$ cat config.mk
export PLATFORM = sky130hd
export DESIGN_NAME = reg_scoreboard
export DESIGN_NICKNAME = d
export VERILOG_FILES = /design/src/rtl/reg_scoreboard_pkg.sv /design/src/rtl/reg_scoreboard_counter.sv /design/src/rtl/reg_scoreboard.sv
export SDC_FILE = /design/constraint.sdc
export NUM_CORES = 1
export LEC_CHECK = 0
export CORE_MARGIN = 2
export CORE_UTILIZATION = 40
export CTS_BUF_LIST = sky130_fd_sc_hd__clkbuf_16
export CTS_CLUSTER_DIAMETER = 120
export DETAILED_ROUTE_END_ITERATION = 10
export GPL_TIMING_DRIVEN = 0
export PLACE_DENSITY = 0.76
export SLEW_MARGIN = 20
export SYNTH_ARGS = -nofsm -noshare
export SYNTH_HDL_FRONTEND = slang
export SYNTH_SLANG_ARGS = --single-unit
$ cat constraint.sdc
create_clock -name i_clk -period 9.4 [get_ports i_clk]
set_clock_uncertainty 0.2 [all_clocks]
set_input_delay 1.88 -clock i_clk [delete_from_list [all_inputs] [get_ports i_clk]]
set_output_delay 1.88 -clock i_clk [all_outputs]
set_load 0.01 [all_outputs]
$ cat src/rtl/reg_scoreboard_pkg.sv
// Shared sizing for the register scoreboard: architectural register file
// shape, pending-counter width and operand-use bit positions.
package reg_scoreboard_pkg;
    localparam int REGNO     = 8;
    localparam int REGNO_LOG = 3;
    localparam int SB_CNT_W  = 2;
    localparam int PAYLOAD_W = 64;
    localparam int PERF_W    = 16;

    localparam int OP_L = 0;
    localparam int OP_R = 1;
endpackage

$ cat src/rtl/reg_scoreboard_counter.sv
// Per-register in-flight write counter; flags zero, full and a decrement at zero.
module sb_counter
    import reg_scoreboard_pkg::*;
#(
    parameter int CNT_W = SB_CNT_W
) (
    input  logic i_clk,
    input  logic i_rst,
    input  logic i_inc,
    input  logic i_dec,
    output logic o_zero,
    output logic o_max,
    output logic o_underflow
);
    logic [CNT_W-1:0] cnt;

    assign o_zero      = (cnt == '0);
    assign o_max       = &cnt;
    assign o_underflow = i_dec & o_zero;

    // inc at max never arrives: the issuer holds any writer to a full register
    always_ff @(posedge i_clk or posedge i_rst) begin
        if (i_rst)
            cnt <= '0;
        else if (i_inc & ~i_dec)
            cnt <= cnt + 1'b1;
        else if (i_dec & ~i_inc & ~o_zero)
            cnt <= cnt - 1'b1;
    end
endmodule

$ cat src/rtl/reg_scoreboard.sv
// Single-entry issue buffer between decode and execute; holds an instruction
// until no source has an in-flight write and its destination counter has room.
module reg_scoreboard
    import reg_scoreboard_pkg::*;
#(
    parameter int RN    = REGNO,
    parameter int RN_LOG = REGNO_LOG,
    parameter int CNT_W = SB_CNT_W,
    parameter int PW    = PAYLOAD_W,
    parameter int PFW   = PERF_W
) (
    input  logic              i_clk,
    input  logic              i_rst,
    input  logic              i_submit,
    output logic              o_ready,
    input  logic [PW-1:0]     i_payload,
    input  logic [RN_LOG-1:0] i_l_reg_sel,
    input  logic [RN_LOG-1:0] i_r_reg_sel,
    input  logic [1:0]        i_used_operands,
    input  logic [RN-1:0]     i_rf_ie,
    output logic              o_submit,
    output logic [PW-1:0]     o_payload,
    output logic [RN-1:0]     o_rf_ie,
    input  logic              i_next_ready,
    input  logic              i_flush,
    input  logic              i_wb_valid,
    input  logic [RN-1:0]     i_wb_rf_ie,
    output logic [RN-1:0]     o_pending,
    output logic              o_underflow,
    output logic [PFW-1:0]    o_stall_cnt
);
    logic              buf_valid;
    logic [PW-1:0]     buf_payload;
    logic [RN_LOG-1:0] buf_l_sel;
    logic [RN_LOG-1:0] buf_r_sel;
    logic [1:0]        buf_used;
    logic [RN-1:0]     buf_rf_ie;

    logic [RN-1:0] zero_v;
    logic [RN-1:0] max_v;
    logic [RN-1:0] uf_v;
    logic          hazard;
    logic          issue_now;
    logic          accept;

    // destination is one-hot, so the full-counter test is a masked OR
    assign hazard    = buf_valid & ((buf_used[OP_L] & ~zero_v[buf_l_sel]) |
                                    (buf_used[OP_R] & ~zero_v[buf_r_sel]) |
                                    (|(buf_rf_ie & max_v)));
    assign issue_now = buf_valid & ~hazard & i_next_ready & ~i_flush;
    assign o_ready   = ~buf_valid | issue_now;
    assign accept    = i_submit & o_ready & ~i_flush;
    assign o_pending = ~zero_v;

    genvar d;
    generate
        for (d = 0; d < RN; d++) begin : g_cnt
            sb_counter #(.CNT_W(CNT_W)) u_cnt (
                .i_clk      (i_clk),
                .i_rst      (i_rst),
                .i_inc      (issue_now & buf_rf_ie[d]),
                .i_dec      (i_wb_valid & i_wb_rf_ie[d]),
                .o_zero     (zero_v[d]),
                .o_max      (max_v[d]),
                .o_underflow(uf_v[d])
            );
        end
    endgenerate

    always_ff @(posedge i_clk or posedge i_rst) begin
        if (i_rst) begin
            buf_valid   <= 1'b0;
            buf_payload <= '0;
            buf_l_sel   <= '0;
            buf_r_sel   <= '0;
            buf_used    <= '0;
            buf_rf_ie   <= '0;
        end else if (i_flush) begin
            buf_valid <= 1'b0;
        end else if (accept) begin
            buf_valid   <= 1'b1;
            buf_payload <= i_payload;
            buf_l_sel   <= i_l_reg_sel;
            buf_r_sel   <= i_r_reg_sel;
            buf_used    <= i_used_operands;
            buf_rf_ie   <= i_rf_ie;
        end else if (issue_now) begin
            buf_valid <= 1'b0;
        end
    end

    always_ff @(posedge i_clk or posedge i_rst) begin
        if (i_rst) begin
            o_submit    <= 1'b0;
            o_payload   <= '0;
            o_rf_ie     <= '0;
            o_underflow <= 1'b0;
            o_stall_cnt <= '0;
        end else begin
            o_submit <= issue_now;
            if (issue_now) begin
                o_payload <= buf_payload;
                o_rf_ie   <= buf_rf_ie;
            end
            if (|uf_v)
                o_underflow <= 1'b1;
            if (hazard & ~i_flush)
                o_stall_cnt <= o_stall_cnt + 1'b1;
        end
    end
endmodule

==> flow_metrics.tcl <==
set metrics [dict create \
    ant_nets 0 \
    rsz0062_at_grt "no" \
    syn2layout_area_growth_pct 35.3 \
    cpMostUsedCell "clkdlybuf4s50_1" \
    routed_wl_mm 19.0 \
    worstMarginPinSlew_ns 0.514 \
    r2r_slack_ns 6.35 \
    r2r-start "g_cnt[2].u_cnt.cnt[0]" \
    p_per_area_nw_per_um2 295 \
    setup.worst_path.class "in2out" \
    critical_path.slowest_cell "clkdlybuf4s50_1" \
    design_area_um2 11100 \
    drv_cap 0 \
    crit_end "o_ready" \
    grt_pass1_wl_mm 30.8 \
    placed_area_um2 10500 \
    hpwl_mm 13.5 \
    synth_seq_cells 187 \
    die_area_um2 21600 \
    layout_commonest_cell "clkdlybuf4s50_1" \
    maxSlewHeadroom_pct 65.8 \
    dieHeight_um 147 \
    max_stage_delay_ns 0.56 \
    r2r-end "o_payload[53]" \
    fin_ws_ns 3.66 \
    r2r_cells 9 \
    nNetsFinal 897 \
    vias 5397 \
    h-tree-depth 4 \
    cts_tree "done" \
    die_w_um 147 \
    io_buffers 191 \
    yosys_warnings 0 \
    hold_viol_final 0 \
    hold_path_class "reg2reg" \
    drt_iter0_markers 237 \
    rows 52 \
    post-cts-setup-buffer-count 0 \
    vias_per_cell 4.97 \
    cts-root-buf "clkbuf_16" \
    pin_count 193 \
    initial_core_util_pct 40.6 \
    min_period_ns 5.74 \
    grt_max_degree 75 \
    p_leak_nw 5.00 \
    crit_start "i_next_ready" \
    crit_cells 5 \
    crit_buf_inv 3 \
    grt_pass1_vias 5579 \
    gr-total-overflow 0 \
    most-common-layout-cells "clkdlybuf4s50_1, dfrtp_1, mux2_4" \
    synthArstFlopShare_pct 100 \
    gp_congestion 0.823 \
    cp.required_ns 7.32 \
    finalSetupViolations 0 \
    drive_gt1_share_pct 17.4 \
    cts_buffers 17 \
    max_freq_mhz 174 \
    cts.path.max_buffers 2 \
    path_cells "clkdlybuf4s50_1, clkbuf_1, nand3_1, o21ai_1, clkdlybuf4s50_1" \
    fin_cells 1085 \
    clk_latency_ns 0.43 \
    drt_pass1_iterations 5 \
    path_clk_slew_ns 0.07 \
    wire_per_inst_um 17.5 \
    status "finished, final reports clean" \
    seq_area_frac_synth_pct 57.1 \
    grt.total_usage_pct 18.2 \
    drv_slew 0 \
    ys.flop_type "dfrtp_1" \
    crit_family "buffers and inverters" \
    irDropWorstVdd_v 0.000231 \
    holdBufCountCts 0 \
    synth_area_leaders "dfrtp_1, mux2_4, mux2_1, nand2_1, buf_6" \
    synth-edff-count 0 \
    synth.avg_cell_area_um2 13.9 \
    critPathLaunchType "primary input" \
    fin_crit_sh_pct 61.1 \
    yosysTopAreaCell "dfrtp_1" \
    cts_resized 0 \
    cp-end-kind "primary output" \
    core_area_um2 20200 \
    worstPathMaxFanout 10 \
    cp.arrival_ns 3.66 \
    dp_slack_ns 3.68 \
    tns_ns 0 \
    drc 0 \
    whs_ns 0.262 \
    netlist_area_um2 8190 \
    synthCells 590 \
    synth_top_area_share_pct 57.1 \
    synth_cell_types 45 \
    cts.sink_count 187 \
    grt_antenna_before_repair 2 \
    place_inst 1053 \
    synthesis.nets 685 \
]
[where the power goes]
part           internal [mW]  leakage [nW]  switching, mW
clock                  0.356         0.285          0.349
sequential              1.13          2.26          0.203
combinational          0.736          2.46          0.490
total                   2.22          5.00           1.04
[flip-flops by register name (all words and copies together), names as in the netlist]
| signal | count |
|---|---|
| buf_valid | 1 |
| o_rf_ie | 8 |
| buf_rf_ie | 8 |
| g_cnt.u_cnt.cnt | 16 |
| buf_used | 2 |
| o_stall_cnt | 16 |
| o_payload | 64 |
| o_underflow | 1 |
| buf_r_sel | 3 |
| buf_l_sel | 3 |
| buf_payload | 64 |
| o_submit | 1 |
[per-layer routing]
layer  vias up  routed length (um)  GRT usage, %  part of all wire (%)
met3        19                1610          6.71                   8.5
met2       186                9070          29.3                    48
li1       2514                   -             -                     -
met4         2                 235          5.14                   1.2
met5         -                  12             0                 0.063
met1      2676                8090          23.1                    43
[cell families (layout without fill, tap and decap cells)]
family,after synthesis,after routing,share of synthesized area [%]
flops,187,187,57.1
mux,148,148,24.1
simple gates,92,92,5.56
compound gates,82,82,6.69
buf+inv,57,281,3.87
xor+xnor,23,23,2.46
fa+ha+maj,1,1,0.153
other cells,0,1,0
[worst register-to-register path, cell delays in order (launching register included)]
cell	delay, ns
dfrtp_1	0.46
nor2_1	0.40
mux4_2	0.34
nand3b_1	0.12
nand3_1	0.12
or3_1	0.33
clkbuf_1	0.23
buf_6	0.22
buf_4	0.20
mux2_1	0.33
[stage by stage]
step / power, mW / util [%]
2_1_floorplan: 1.99 / -
3_3_place_gp: 2.54 / 51.8
3_5_place_dp: 2.58 / 52.1
4_1_cts: 3.30 / 54.9
5_1_grt: 3.45 / 54.9
6_report: 3.26 / 54.9
[synthesized netlist by cell type, drive strengths merged, types with 4 or more instances]
cell type	n
buf	24
xor2	11
and3	16
inv	24
o31ai	6
clkbuf	9
a21oi	17
a31oi	16
a22oi	4
nand3	7
nor2	14
dfrtp	187
a211oi	11
o21ai	14
a32o	6
mux2	145
xnor2	12
nor3	4
nand2	33
[worst min path at each step]
stage	start	to	slack, ns	cells after the start
detailed placement	o_underflow	o_underflow	0.25	1
floorplan	buf_payload[0]	o_payload[0]	0.26	1
global placement	o_underflow	o_underflow	0.24	1
finish	o_underflow	o_underflow	0.26	1
global route	o_stall_cnt[15]	o_stall_cnt[15]	0.28	1
CTS	o_underflow	o_underflow	0.27	1
[final cells by class]
cell class	instances	area [um^2]
Fill cell	1679	9090
Sequential cell	187	4680
Multi-Input combinational cell	346	3190
Timing Repair Buffer	193	1970
Clock buffer	17	425
Tap cell	270	338
Buffer	33	226
Clock inverter	14	153
Inverter	24	97.6
Antenna cell	1	2.50
No activity file was read; power rests on OpenSTA's default activity.
